**config.mk**
```make
export PLATFORM = sky130hd
export DESIGN_NAME = instruction_fetch_unit
export DESIGN_NICKNAME = d
export VERILOG_FILES = /design/src/rtl/instruction_fetch_unit_pkg.sv /design/src/rtl/instruction_fetch_unit_next_pc_calc.sv /design/src/rtl/instruction_fetch_unit.sv
export SDC_FILE = /design/constraint.sdc
export NUM_CORES = 1
export LEC_CHECK = 0
export BUFFER_PORTS_ARGS = -buffer_cell sky130_fd_sc_hd__buf_2
export CORE_MARGIN = 8
export CORE_UTILIZATION = 38
export DETAILED_ROUTE_END_ITERATION = 8
export GPL_TIMING_DRIVEN = 0
export PLACE_DENSITY = 0.62
export SLEW_MARGIN = 10
export SYNTH_ARGS = -nofsm -noshare
export SYNTH_HDL_FRONTEND = slang
export SYNTH_HIERARCHICAL = 1
export SYNTH_SLANG_ARGS = --single-unit
```
**constraint.sdc**
```tcl
create_clock -name clock -period 5.6 [get_ports clock]
set_input_delay 0.56 -clock clock [delete_from_list [all_inputs] [get_ports clock]]
set_output_delay 0.56 -clock clock [all_outputs]
set_load 0.02 [all_outputs]
```
**src/rtl/instruction_fetch_unit_pkg.sv**
```systemverilog
// Shared definitions for the instruction fetch unit: control-word fields,
// next-PC select encodings, FSM state encodings and reset defaults.
package instruction_fetch_unit_pkg;

  localparam int unsigned XLEN = 64;
  localparam int unsigned ILEN = 32;

  localparam logic [XLEN-1:0] RESET_PC_DEFAULT = 64'h0;
  localparam logic [XLEN-1:0] PC_STEP          = 64'd4;

  typedef enum logic [1:0] {
    PC_SEL_INC    = 2'b00,
    PC_SEL_BRANCH = 2'b01,
    PC_SEL_REG    = 2'b10,
    PC_SEL_HOLD   = 2'b11
  } pc_sel_e;

  typedef enum logic [1:0] {
    ST_RESET_WAIT = 2'b00,
    ST_FETCH      = 2'b01,
    ST_EXEC       = 2'b10,
    ST_FAULT      = 2'b11
  } ifu_state_e;

  // PC-related slice of the control word produced by the control unit.
  typedef struct packed {
    pc_sel_e pc_sel;
    logic    pc_enable;
  } ctrl_word_pc_t;

  function automatic logic is_word_aligned(input logic [XLEN-1:0] addr);
    return addr[1:0] == 2'b00;
  endfunction

endpackage

```
**src/rtl/instruction_fetch_unit_next_pc_calc.sv**
```systemverilog
// Combinational next-PC selection plus word-alignment check of the target.
module next_pc_calc
  import instruction_fetch_unit_pkg::*;
(
  input  logic [XLEN-1:0] pc,
  input  pc_sel_e         pc_sel,
  input  logic [XLEN-1:0] literal,
  input  logic [XLEN-1:0] reg_target,
  output logic [XLEN-1:0] next_pc,
  output logic [XLEN-1:0] pc_plus4,
  output logic            misaligned
);

  logic [XLEN-1:0] branch_offset;

  // The shift drops literal[63:62]; all adds wrap modulo 2^64.
  assign branch_offset = literal << 2;
  assign pc_plus4      = pc + PC_STEP;

  always_comb begin
    next_pc = pc;
    case (pc_sel)
      PC_SEL_INC:    next_pc = pc_plus4;
      PC_SEL_BRANCH: next_pc = pc + branch_offset;
      PC_SEL_REG:    next_pc = reg_target;
      PC_SEL_HOLD:   next_pc = pc;
      default:       next_pc = pc;
    endcase
  end

  assign misaligned = !is_word_aligned(next_pc);

endmodule

```
**src/rtl/instruction_fetch_unit.sv**
```systemverilog
// Instruction fetch unit: owns the PC, fetches one instruction per retirement
// and traps permanently on a misaligned branch target.
module instruction_fetch_unit
  import instruction_fetch_unit_pkg::*;
#(
  parameter logic [XLEN-1:0] RESET_PC = RESET_PC_DEFAULT
) (
  input  logic            clock,
  input  logic            reset,
  input  logic [1:0]      pc_sel,
  input  logic            pc_enable,
  input  logic            stall,
  input  logic [XLEN-1:0] literal,
  input  logic [XLEN-1:0] reg_target,
  output logic            imem_req,
  output logic [XLEN-1:0] imem_addr,
  input  logic            imem_ack,
  input  logic [ILEN-1:0] imem_rdata,
  output logic [ILEN-1:0] instruction,
  output logic            instr_valid,
  output logic [XLEN-1:0] pc,
  output logic [XLEN-1:0] pc_plus4,
  output logic            pc_fault
);

  // state         | meaning
  // ST_RESET_WAIT | one idle cycle after reset release
  // ST_FETCH      | imem_req high, waiting for imem_ack
  // ST_EXEC       | instruction held, waiting for a retiring control word
  // ST_FAULT      | misaligned target seen; only reset leaves

  ifu_state_e      state;
  ctrl_word_pc_t   ctrl;
  logic [XLEN-1:0] next_pc;
  logic            next_misaligned;
  logic            retire;

  assign ctrl = '{pc_sel: pc_sel_e'(pc_sel), pc_enable: pc_enable};

  // pc_sel=HOLD behaves like a stall so multi-cycle instructions can park here.
  assign retire = ctrl.pc_enable && !stall && (ctrl.pc_sel != PC_SEL_HOLD);

  next_pc_calc u_next_pc_calc (
    .pc         (pc),
    .pc_sel     (ctrl.pc_sel),
    .literal    (literal),
    .reg_target (reg_target),
    .next_pc    (next_pc),
    .pc_plus4   (pc_plus4),
    .misaligned (next_misaligned)
  );

  assign imem_addr = pc;

  always_ff @(posedge clock or posedge reset) begin
    if (reset) begin
      state       <= ST_RESET_WAIT;
      pc          <= RESET_PC;
      instruction <= '0;
      instr_valid <= 1'b0;
      imem_req    <= 1'b0;
      pc_fault    <= 1'b0;
    end else begin
      case (state)
        ST_RESET_WAIT: begin
          state    <= ST_FETCH;
          imem_req <= 1'b1;
        end
        ST_FETCH: begin
          imem_req <= 1'b1;
          if (imem_ack) begin
            instruction <= imem_rdata;
            instr_valid <= 1'b1;
            imem_req    <= 1'b0;
            state       <= ST_EXEC;
          end
        end
        ST_EXEC: begin
          if (retire) begin
            instr_valid <= 1'b0;
            if (next_misaligned) begin
              pc_fault <= 1'b1;
              state    <= ST_FAULT;
            end else begin
              pc       <= next_pc;
              imem_req <= 1'b1;
              state    <= ST_FETCH;
            end
          end
        end
        ST_FAULT: begin
          imem_req    <= 1'b0;
          instr_valid <= 1'b0;
          pc_fault    <= 1'b1;
        end
        default: begin
          state    <= ST_FAULT;
          imem_req <= 1'b0;
          pc_fault <= 1'b1;
        end
      endcase
    end
  end

endmodule

```
* Word level (Yosys, flattened, before mapping)
Index checks and enable logic that the tools add are counted.
** Operators by class
- Eq/ne operators :: 11
- $add $sub $neg :: 2
- Bitwise operators :: 1
- Reduce and logical (&&, ||, !) cells :: 16
- Mux-type cells :: 15
** Operators by type and width (count)
- 64-bit case mux with 4 select lines :: 1
- 64-bit by 3-bit adder with 64-bit output (second input constant) :: 1
- 64-bit adder :: 1
- 3-bit AND reduction :: 4
- 2-bit == test (second input constant) :: 4
- 2-bit inequality test (second input constant) :: 4
- 1-bit two-way mux :: 7
- 2-bit logical NOT :: 3
- 2-bit two-way mux :: 3
- 2-bit case mux with 3 select lines :: 1
- 3-bit nonzero test :: 2
- 2-bit by 1-bit == test with 1-bit output (second input constant) :: 2
- 1-bit case mux with 4 select lines :: 1
- 2-bit AND reduction :: 2
- 4-bit AND reduction :: 1
- 1-bit case mux with 3 select lines :: 1
- 1-bit logical AND :: 2
- 2-bit by 1-bit inequality test with 1-bit output (second input constant) :: 1
- 1-bit case mux with 2 select lines :: 1
- 2-bit nonzero test :: 1
- 1-bit logical NOT :: 1
- 1-bit NOT :: 1
** Storage, ports and cells
- Output and inout bits :: 227
- Register bits :: 101

* Longest topological paths before layout
Gate-level depths: netlist (run 1).
- Depth in word-level cells :: 6
- Gate-level depth with buffers :: 14

* Modules after synthesis
The synthesis (run 1) kept the hierarchy.
** By module, submodules not included
- next_pc_calc :: times used 1, cells each 897, area an instance 6540.0 µm²
- instruction_fetch_unit :: times used 1, cells each 305, area an instance 4707.0 µm²

* Least setup slack after synthesis (run 1)
Ideal clock, no wire load.
- Path type :: register to register
- From :: register pc[2], in the netlist imem_addr[2]
- To :: register pc[54], in the netlist imem_addr[54]
- Period minus slack after synthesis :: 3654 ps
- Data required time :: 5475 ps
- Path buffers :: 0
- Data arrival time :: 3529 ps
- Library setup time :: 125 ps
- Path slack :: 1946 ps
- Cell stages (with the launch flop) :: 15
- Path through :: dfrtp_1 -> ha_1 -> inv_1 -> fa_1 -> nand2b_1 -> a211oi_1 -> o21ai_1 -> a31oi_1 -> o21bai_2 -> a31oi_1 -> a221o_1 -> a21oi_2 -> xnor2_1 -> mux4_2 -> mux2_4
** On the way
- Word-level cells in the longest chain between the ends :: 2
- Elaborated cells on any way between the ends :: 3
- Classes of those cells :: 2 x add/sub; 1 x mux
** RTL lines
- from (decl) :: line instruction_fetch_unit.sv:21 : output logic [XLEN-1:0] pc,
- from (signal assigned) :: line instruction_fetch_unit.sv:85 : pc <= next_pc;
- 64-bit adder or 64-bit by 3-bit adder with 64-bit output (tied branches) :: line instruction_fetch_unit_next_pc_calc.sv:24, instruction_fetch_unit_next_pc_calc.sv:18
- 64-bit case mux with 4 select lines * :: line instruction_fetch_unit_next_pc_calc.sv:22 : case (pc_sel)
- net next_pc[54] :: line instruction_fetch_unit.sv:34 : logic [XLEN-1:0] next_pc;
Mark *: on every way through the listed nets, which the timed path passes. The rest lies on a longest branch.
A chain may end at the register's enable or synchronous reset.

* Worst setup path in the final report (run 1)
Ends and elaborated chain as after synthesis.

==> summary.md, run 1 <==
| Metric | Value |
|---|---|
| Run status | `complete, no violations` |
| Switch Pwr | `0.003512 W` |
| Clock root buffer master | `clkbuf_16` |
| Mapped cell area | `11250 sq um` |
| CTS resizes | `0` |
| Distinct cell type count of the synthesized netlist | `73` |
| CTS tree | `built` |
| Post-synth EDFFs | `0` |
| Worst-Margin Slew | `1226 ps` |
| WP data required | `5850 ps` |
| Vias in the first global route | `11.11k` |
| IO Count | `394` |
| Sequential fraction of the synthesis area | `0.2247` |
| GRT Util Overall | `0.2394` |
| DRT Wirelength | `44490 um` |
| Sequential share of power | `0.223` |
| ANT nets after route | `0` |
| Multi-input combinational cell area | `7736 sq um` |
| Slowest-stage cell, CP | `dfrtp_1` |
| Post-Syn Nets | `1438` |
| Min-delay worst type | `input port to asynchronous set/reset pin` |
| Total setup buffers inserted after CTS | `0` |
| Combinational share of power | `0.677` |
| RSZ-0062 raised after global routing | `no` |
| Clk_skew | `9.944 ps` |
| Setup Crit Path Kind | `flip-flop to flip-flop` |
| Ys Warns | `6` |
| Placed Cells | `1984` |
| Avg Synthesized Cell Area | `9.357 sq um` |
| Clock Sinks | `101` |
| Maxcap violations | `0` |
| Tcrit/Tclk final | `0.8487` |
| Clock power share | `0.099` |
| Met2 Track Usage GR | `0.4004` |
| Peak VDD IR | `0.2115 mV` |
| Initial antenna violation count | `5` |
| Total CTS buffers | `9` |
| Global route total overflow | `0` |
| Flip-flop and latch area | `2527 sq um` |
| Drt wl/cell | `22.20 um` |
| Asr flop ratio synth | `1.000` |
| Met1 Use GR | `0.3013` |
| Final non-filler cell total | `2004` |
| Layer with the highest usage | `met2` |
| Slew Limit Fails | `0` |
| Reg2Reg Setup Slack | `850 ps` |
| Later-pin clock latency in the skew report | `370 ps` |
| Largest net degree at the start of global routing | `65` |
| Initial core utilization | `0.3825` |
| Gp weighted congestion | `0.9270` |
| Crit end category | `flip-flop` |
| FF+latch count, synth | `101` |
| # setup viols final | `0` |
| Slew HR | `0.1825` |
| Die width | `188.0 um` |
| Iter 0 DRT Violations | `769` |
| DP HPWL | `35550 um` |
| Worst-path clk slew | `90 ps` |
| Critical Path AT | `5000 ps` |
| Internal Pwr Total | `0.003357 W` |
| First-pass GRT wire length | `66270 um` |
| Crit-path max cell delay | `560 ps` |
| H-tree Lvls | `3` |
| CTS max path bufs | `2` |
| PwrDens | `488.6 nW/um^2` |
| CP Buf/Inv Count | `1` |
| Vias per cell | `5.549` |
| Via count | `11.12k` |
| Share of cells above drive strength 1 | `0.4193` |
| Crit-path max FO | `10` |
| Met3 Track Usage GR | `0.04662` |
| Sequence of cells on the critical path | `ha_1, inv_1, fa_1, nand2b_1, a211oi_1, o21ai_1, a31oi_1, o21bai_2, a31oi_1, a221o_1, a21oi_2, xnor2_1, mux4_2, mux2_4` |
| Initial DRT Pass Iterations | `5` |
| Drt drc | `0` |
| Cell mode on critical path | `a31oi_1` |
| Lkg Pwr | `7.142 nW` |
| Std cell rows | `63` |
| TNS Setup | `0 ps` |
| Final Hold Vio Count | `0` |
| Commonest register cell after synthesis | `dfrtp_1` |
| Core Box Area | `29400 sq um` |
| Fmax achieved | `210.4 MHz` |
| Nets | `1841` |
| Fillers | `2831` |
| Die area | `35360 sq um` |
| Port-buffer cells | `391` |
| Startpoint types | `flip-flop` |
| Die Y | `188.0 um` |
| Synth Instances | `1202` |
| Post-route minimum period | `4752 ps` |
| Hold buffers post-CTS | `0` |
| Delay-heaviest family, CP | `compound AO/OA/AOI/OAI gates` |
| Sw frac | `0.5113` |
| P&R area growth vs syn | `24.99%` |
-- power by group through the flow --
stage | clock network, W | logic [W] | registers [W]
after floorplan | 0 | 0.00298 | 0.00174
after global placement | 0 | 0.00459 | 0.00152
after detailed placement | 0 | 0.00464 | 0.00154
after CTS | 0.000698 | 0.00466 | 0.00153
after global routing | 0.000720 | 0.00500 | 0.00159
final | 0.000682 | 0.00465 | 0.00153
-- registers in the layout, summed over array words and instances, names as in the netlist --
signal / flops
imem_addr: 64
instruction: 32
instr_valid: 1
imem_req: 1
state: 2
pc_fault: 1
-- logic make-up (layout without fill, tap and decap cells) --
group | Yosys count | after routing | share of synthesized area
adders and majority gates | 69 | 69 | 0.07743
xor gates and xnor gates | 116 | 116 | 0.09033
other | 0 | 4 | 0
DFF | 101 | 101 | 0.2247
AOI/OAI and AO/OA | 270 | 270 | 0.1570
muxes | 155 | 155 | 0.2184
and+or+nand+nor | 331 | 331 | 0.1447
buffers and inverters | 160 | 568 | 0.08744
-- path summary, 6_finish.rpt --
kind / start / end / cells past startpoint
min in group clock: imem_rdata[29] / instruction[29]$_DFFE_PP0P_ / 2
worst min register to register: pc_fault$_DFFE_PP0P_ / pc_fault$_DFFE_PP0P_ / 1
max in group asynchronous: reset / imem_addr[23]$_DFFE_PP0P_ / 3
worst max register to register: imem_addr[2]$_DFFE_PP0P_ / imem_addr[54]$_DFFE_PP0P_ / 14
worst max-delay path: imem_addr[2]$_DFFE_PP0P_ / imem_addr[54]$_DFFE_PP0P_ / 14
worst min-delay path: reset / instruction[22]$_DFFE_PP0P_ / 2
-- synthesized netlist by cell type, drive strengths merged (6+ instances only) --
| cell | n | area (sq um) |
|---|---|---|
| a21o | 29 | 217.7 |
| o21bai | 25 | 191.4 |
| a31oi | 10 | 62.56 |
| xor2 | 37 | 324.1 |
| mux2i | 8 | 80.08 |
| mux2 | 103 | 1385 |
| and4 | 7 | 61.31 |
| nand2b | 8 | 50.05 |
| or3 | 8 | 50.05 |
| and3 | 11 | 68.82 |
| and2 | 6 | 40.04 |
| a211oi | 7 | 57.55 |
| o21ai | 57 | 296.5 |
| nand3 | 44 | 220.2 |
| xnor2 | 79 | 691.9 |
| inv | 32 | 120.1 |
| clkbuf | 33 | 125.1 |
| buf | 94 | 734.5 |
| or2 | 8 | 50.05 |
| nor2 | 70 | 262.8 |
| nand2 | 88 | 330.3 |
| mux4 | 44 | 991.0 |
| ha | 68 | 850.8 |
| nor3 | 28 | 145.1 |
| a21oi | 98 | 516.8 |
| nor2b | 8 | 50.05 |
| nand4 | 34 | 212.7 |
| dfrtp | 101 | 2527 |
-- area by class of cell --
cell class                      count  area share
Clock buffer                        9     0.01602
Antenna cell                        4   0.0007121
Buffer                            127     0.06142
Inverter                           33    0.009168
Sequential cell                   101      0.1798
Multi-Input combinational cell    941      0.5503
Tap cell                          390     0.03471
Timing Repair Buffer              392      0.1412
Clock inverter                      7    0.006676
-- cells in the final DEF (no fill, tap or decap), types with 34 or more instances in the layout --
master,n
dfrtp_1,101
a21oi_1,93
nand4_1,34
xnor2_1,79
buf_4,66
buf_2,403
nor2_1,70
o21ai_0,49
nand2_1,88
mux2_4,60
nand3_1,44
mux4_2,44
mux2_2,43
ha_1,68
xor2_1,37
-- per-stage QoR --
stage / setup slack, ps / total power [W] / util / hold slack, ps / area [sq um]
floorplan: 1946 / 0.004727 / - / 592.3 / 11250
finish: 847.5 / 0.006869 / 0.4781 / 173.2 / 14060
detailed placement: 968.8 / 0.006181 / 0.4669 / 456.9 / 13730
global route: 753.3 / 0.007309 / 0.4781 / 197.7 / 14060
global placement: 750.3 / 0.006114 / 0.4657 / 462.1 / 13690
CTS: 962.9 / 0.006885 / 0.4777 / 177.9 / 14050
-- per-layer routing --
metal / vias to the layer above / wire length [um]
met3: 66 / 3032
met4: 0 / 1323
li1: 5180 / -
met2: 490 / 21520
met5: - / 0
met1: 5384 / 18620
Note: power is estimated with default switching activity, not from simulation.
==> run 2: changes to the inputs <==
--- a/config.mk
+++ b/config.mk
@@ -10,7 +10,7 @@
 export CORE_UTILIZATION = 38
 export DETAILED_ROUTE_END_ITERATION = 8
 export GPL_TIMING_DRIVEN = 0
-export PLACE_DENSITY = 0.62
+export PLACE_DENSITY = 0.64
 export SLEW_MARGIN = 10
 export SYNTH_ARGS = -nofsm -noshare
 export SYNTH_HDL_FRONTEND = slang
==> constraint.sdc (replaced) <==
create_clock -name clock -period 4 [get_ports clock]
set_input_delay 0.4 -clock clock [delete_from_list [all_inputs] [get_ports clock]]
set_output_delay 0.4 -clock clock [all_outputs]
set_load 0.02 [all_outputs]
==> run 2 against run 1 <==
  * Routed wire length increased by 0.17%
  * Clock skew increased by 4.4 ps
  * Worst hold slack got worse by 110 ps
  * Global-route usage increased by 0.24 points
  * Flip-flop and latch count unchanged
  * Final area increased by 1.1%
  * Register-to-register slack got worse by 750 ps
  * First-iteration DRC count decreased by 17%
  * Setup slack got worse by 750 ps
  * Sequential power increased by 40%
  * Critical endpoint is now imem_addr[61]$_DFFE_PP0P_
==> summary.md, run 2 (synthesis results as in run 1) <==
| Metric | Value |
|---|---|
| Largest net degree at the start of global routing | `54` |
| Final WS setup | `98.18 ps` |
| Most frequent cells in the layout | `404 x buf_2, 93 x a21oi_1, 88 x nand2_1, 88 x dfrtp_1, 79 x xnor2_1` |
| Fmax achieved | `256.3 MHz` |
| Critical Path AT | `4150 ps` |
| Slew Limit Fails | `0` |
| Vias per cell | `5.594` |
| P&R area growth vs syn | `26.37%` |
| CTS max path bufs | `2` |
| Total CTS buffers | `9` |
| Tcrit/Tclk final | `0.9755` |
| Slew HR | `0.1868` |
| Core Box Area | `29400 sq um` |
| Std cell rows | `63` |
| Die width | `188.0 um` |
| Global route total overflow | `0` |
| Drt wl/cell | `22.22 um` |
| DRT Wirelength | `44570 um` |
| Worst-Margin Slew | `1220 ps` |
| Setup Crit Path Kind | `flip-flop to flip-flop` |
| WP data required | `4250 ps` |
| Die area | `35360 sq um` |
| Placed Cells | `1984` |
| Max FFs per register | `64` |
| CTS tree | `built` |
| Post-route minimum period | `3902 ps` |
| Maxcap violations | `0` |
| DP HPWL | `35650 um` |
| Worst-path clk slew | `90 ps` |
| Clock root buffer master | `clkbuf_16` |
| Share of cells above drive strength 1 | `0.4402` |
| Initial antenna violation count | `1` |
| Design area | `14210 sq um` |
| Lkg Pwr | `7.171 nW` |
| Most common cell after layout, fill and taps aside | `buf_2` |
| Gp weighted congestion | `0.9006` |
| H-tree Lvls | `3` |
| First-pass GRT wire length | `67430 um` |
| Startpoint types | `flip-flop` |
| Die Y | `188.0 um` |
| IO Count | `394` |
| # setup viols final | `0` |
| GRT Util Overall | `0.2418` |
| Nets | `1846` |
| Initial DRT Pass Iterations | `5` |
| Crit-path max FO | `10` |
| Drt drc | `0` |
| Placed inst area | `13730 sq um` |
| Design Power | `0.009737 W` |
| Run status | `complete, no violations` |
| ANT nets after route | `0` |
| Place WS | `-581.7 ps` |
| Crit end category | `flip-flop` |
| Clock Sinks | `101` |
| Final Hold Vio Count | `0` |
| Vias in the first global route | `11.36k` |
| Later-pin clock latency in the skew report | `360 ps` |
| Initial core utilization | `0.3825` |
| Iter 0 DRT Violations | `636` |
| TNS Setup | `0 ps` |
| Clk_skew | `14.39 ps` |
| Min-delay worst type | `input port to asynchronous set/reset pin` |
| Hold buffers post-CTS | `0` |
| PwrDens | `685.1 nW/um^2` |
| Peak VDD IR | `0.2591 mV` |
| Final non-filler cell total | `2006` |
| Via count | `11.22k` |
| Port-buffer cells | `391` |
[run 2: changes by cell type in the layout (fill, tap and decap cells not counted), moves of 3 or more]
| cell | change |
|---|---|
| dfrtp_1 | -13 |
| dfrtp_2 | +13 |
| buf_4 | +5 |
| a31oi_1 | -3 |
| diode_2 | -3 |
| nor2_1 | -3 |
[run 2: repair_timing]
action	in CTS	in global routing
pin swaps	3	5
endpoints found under the setup margin	25	26
endpoints found under the hold margin	0	0
setup buffers	4	1
resized for setup	11	30
[run 2: worst max-delay path: stages (launching register included)]
cell and delay (ps):
dfrtp_1 550, ha_1 350, o21ai_1 190, o21ai_2 110
a41oi_4 310, nor3_4 100, o311ai_2 490, o21ai_2 200
a31oi_2 360, o21ai_0 210, xor2_1 170, mux4_2 460
mux2_4 270
[run 2: final timing paths]
kind	startpoint	cells past startpoint	to	slack, ps
worst max-delay path	imem_addr[4]$_DFFE_PP0P_	12	imem_addr[61]$_DFFE_PP0P_	100
worst min-delay path	reset	2	instruction[23]$_DFFE_PP0P_	60
worst max register to register	imem_addr[4]$_DFFE_PP0P_	12	imem_addr[61]$_DFFE_PP0P_	100
worst min register to register	instruction[14]$_DFFE_PP0P_	1	instruction[14]$_DFFE_PP0P_	510
max in group asynchronous	reset	3	imem_addr[21]$_DFFE_PP0P_	3240
min in group clock	imem_rdata[31]	2	instruction[31]$_DFFE_PP0P_	260
[run 2: cell type report]
cell class                      count  area [sq um]
Inverter                           33         128.9
Buffer                            127         865.8
Timing Repair Buffer              397          2022
Clock inverter                      7         88.84
Fill cell                        2867         15190
Clock buffer                        9         225.2
Multi-Input combinational cell    941          7848
Tap cell                          390         488.0
Antenna cell                        1         2.502
Sequential cell                   101          2544
[run 2: per-stage QoR]
stage / hold slack (ps) / util
2_1_floorplan: 550.5 / -
5_1_grt: 81.49 / 0.4834
3_5_place_dp: 474.1 / 0.4669
6_report: 64.30 / 0.4834
4_1_cts: 81.86 / 0.4803
3_3_place_gp: 468.5 / 0.4657
[run 2: metal layers]
metal | GRT usage | wire (um) | part of all wire | vias to the layer above
met4 | 0.07970 | 1228 | 0.028 | 0
met1 | 0.2985 | 18280 | 0.41 | 5477
met2 | 0.4160 | 21980 | 0.49 | 489
met3 | 0.04755 | 3073 | 0.069 | 81
li1 | - | - | - | 5175
met5 | 0 | 0 | 0 | -
[run 2: power by group]
group | switching, W | internal, W | total (W)
clock | 0.000508 | 0.000453 | 0.000962
combinational | 0.00376 | 0.00287 | 0.00663
sequential | 0.000705 | 0.00144 | 0.00214
==> run 3: changes to the inputs <==
--- a/config.mk
+++ b/config.mk
@@ -6,11 +6,13 @@
 export NUM_CORES = 1
 export LEC_CHECK = 0
 export BUFFER_PORTS_ARGS = -buffer_cell sky130_fd_sc_hd__buf_2
-export CORE_MARGIN = 8
-export CORE_UTILIZATION = 38
+export CELL_PAD_IN_SITES_DETAIL_PLACEMENT = 1
+export CELL_PAD_IN_SITES_GLOBAL_PLACEMENT = 1
+export CORE_MARGIN = 2
+export CORE_UTILIZATION = 35
 export DETAILED_ROUTE_END_ITERATION = 8
 export GPL_TIMING_DRIVEN = 0
-export PLACE_DENSITY = 0.64
+export PLACE_DENSITY = 0.77
 export SLEW_MARGIN = 10
 export SYNTH_ARGS = -nofsm -noshare
 export SYNTH_HDL_FRONTEND = slang
==> run 3 against run 2 <==
  * Clock skew increased by 0.58 ps
  * Final area increased by 0.90%
  * Clock power increased by 0.7%
  * Cell count increased by 1.0%
  * Count of clock-buffer cells in the layout unchanged
  * Maximum frequency increased by 0.60%
  * Combinational power increased by 1%
  * First-iteration DRC count increased by 9.3%
  * Global-route usage increased by 2.2 points
  * Total power increased by 0.95%
  * Die area decreased by 5.0%
  * Setup slack improved by 23 ps
  * Largest cell class unchanged
==> summary.md, run 3 (synthesis results as in run 1) <==
| Metric | Value |
|---|---|
| Fmax achieved | `257.8 MHz` |
| Slew HR | `0.1650` |
| CTS max path bufs | `2` |
| Global route total overflow | `0` |
| Crit-path max FO | `4` |
| IO Count | `394` |
| Largest net degree at the start of global routing | `64` |
| Initial antenna violation count | `0` |
| Placed inst area | `13740 sq um` |
| Lkg Pwr | `7.218 nW` |
| Post-route minimum period | `3879 ps` |
| Later-pin clock latency in the skew report | `360 ps` |
| Peak VDD IR | `0.2751 mV` |
| Length in cells of the worst reg-to-reg path | `14` |
| Std cell rows | `65` |
| Total CTS buffers | `9` |
| Worst-path clk slew | `90 ps` |
| Slew Limit Fails | `0` |
| GRT Util Overall | `0.2643` |
| PwrDens | `685.4 nW/um^2` |
| Min-delay worst type | `input port to asynchronous set/reset pin` |
| Startpoint types | `flip-flop` |
| Crit end category | `flip-flop` |
| Most frequent cells in the layout | `404 x buf_2, 93 x a21oi_1, 88 x nand2_1, 88 x dfrtp_1, 81 x buf_4` |
| Gp weighted congestion | `0.8702` |
| DP HPWL | `36590 um` |
| Die Y | `183.3 um` |
| # setup viols final | `0` |
| Design area | `14340 sq um` |
| Final Hold Vio Count | `0` |
| Drt drc | `0` |
| Final core occ | `0.4533` |
| Clock Sinks | `101` |
| Setup Crit Path Kind | `flip-flop to flip-flop` |
| WP data required | `4240 ps` |
| DRT Wirelength | `46030 um` |
| Hold buffers post-CTS | `0` |
| TNS Setup | `0 ps` |
| Max FFs per register | `64` |
| Share of cells above drive strength 1 | `0.4474` |
| Nets | `1856` |
| Vias in the first global route | `11.68k` |
| Drt wl/cell | `22.71 um` |
| CTS tree | `built` |
| Initial DRT Pass Iterations | `5` |
| Run status | `complete, no violations` |
| Initial core utilization | `0.3555` |
| ANT nets after route | `0` |
| Worst-Margin Slew | `1252 ps` |
| Tcrit/Tclk final | `0.9696` |
| Die area | `33580 sq um` |
| Core Box Area | `31640 sq um` |
| P&R area growth vs syn | `27.50%` |
| Maxcap violations | `0` |
| Final non-filler cell total | `2027` |
| Via count | `11.33k` |
| Iter 0 DRT Violations | `695` |
| Clk_skew | `14.97 ps` |
| N_diodes | `0` |
| Clock root buffer master | `clkbuf_16` |
| Fillers | `3807` |
| Design Power | `0.009829 W` |
| Placed Cells | `1996` |
| Vias per cell | `5.591` |
| Port-buffer cells | `391` |
| Most common cell after layout, fill and taps aside | `buf_2` |
| Die width | `183.3 um` |
| H-tree Lvls | `3` |
| First-pass GRT wire length | `68340 um` |
| Critical Path AT | `4120 ps` |
==> run 3: layout make-up <==
cell class | count | area [sq um] | share of cell area
plain buffers | 127 | 865.8 | 0.06038
clock buffers | 9 | 225.2 | 0.01571
clock inverters | 7 | 86.33 | 0.006020
inverters | 33 | 128.9 | 0.008987
multi-input cells | 941 | 7890 | 0.5502
flip-flops and latches | 101 | 2544 | 0.1774
well taps | 402 | 503.0 | 0.03508
repair buffers | 407 | 2097 | 0.1462
==> run 3: worst paths after layout <==
path	start	end	slack (ps)
worst min-delay path	reset	instruction[0]$_DFFE_PP0P_	20
min in group clock	imem_rdata[14]	instruction[14]$_DFFE_PP0P_	270
worst max-delay path	imem_addr[2]$_DFFE_PP0P_	imem_addr[54]$_DFFE_PP0P_	120
max in group asynchronous	reset	imem_addr[24]$_DFFE_PP0P_	3250
worst min register to register	pc_fault$_DFFE_PP0P_	pc_fault$_DFFE_PP0P_	500
worst max register to register	imem_addr[2]$_DFFE_PP0P_	imem_addr[54]$_DFFE_PP0P_	120
==> run 3: metal layers <==
| metal | share of wire | track usage | up-vias |
|---|---|---|---|
| met3 | 0.041 | 0.02442 | 66 |
| met2 | 0.50 | 0.4711 | 370 |
| met1 | 0.43 | 0.3388 | 5717 |
| met5 | 0 | 0 | - |
| li1 | - | - | 5180 |
| met4 | 0.027 | 0.07936 | 0 |
==> run 3: where the power goes <==
part           total [W]  switching [W]  internal [W]  leakage [nW]
sequential       0.00215       0.000718       0.00144          1.27
clock           0.000969       0.000515      0.000455         0.151
combinational    0.00671        0.00382       0.00289          5.80
==> run 3: stage by stage <==
step,setup WS [ps],hold slack (ps)
after detailed placement,-638.8,429.1
after CTS,16.03,31.98
after floorplan,346.1,550.5
after global routing,-5.900,43.99
after global placement,-671.9,472.4
final,121.5,24.32
==> run 3: worst max-delay path, cell delays in order, from the launching register on <==
cell and delay, ps:
dfrtp_2 420, ha_2 240, inv_1 60, fa_1 400, nand2b_1 240, a211oi_4 350
o21ai_2 180, a31oi_4 230, o21bai_2 120, a31oi_4 210, a221o_1 310, a21oi_2 120
xnor2_1 160, mux4_2 450, mux2_4 270
==> run 3: timing repair <==
action / in CTS / in global routing
resized for setup: 20 / 29
buffers inserted: 5 / 10
pin swaps: 3 / 8
gates cloned: 0 / 0
endpoints found under the setup margin: 29 / 30
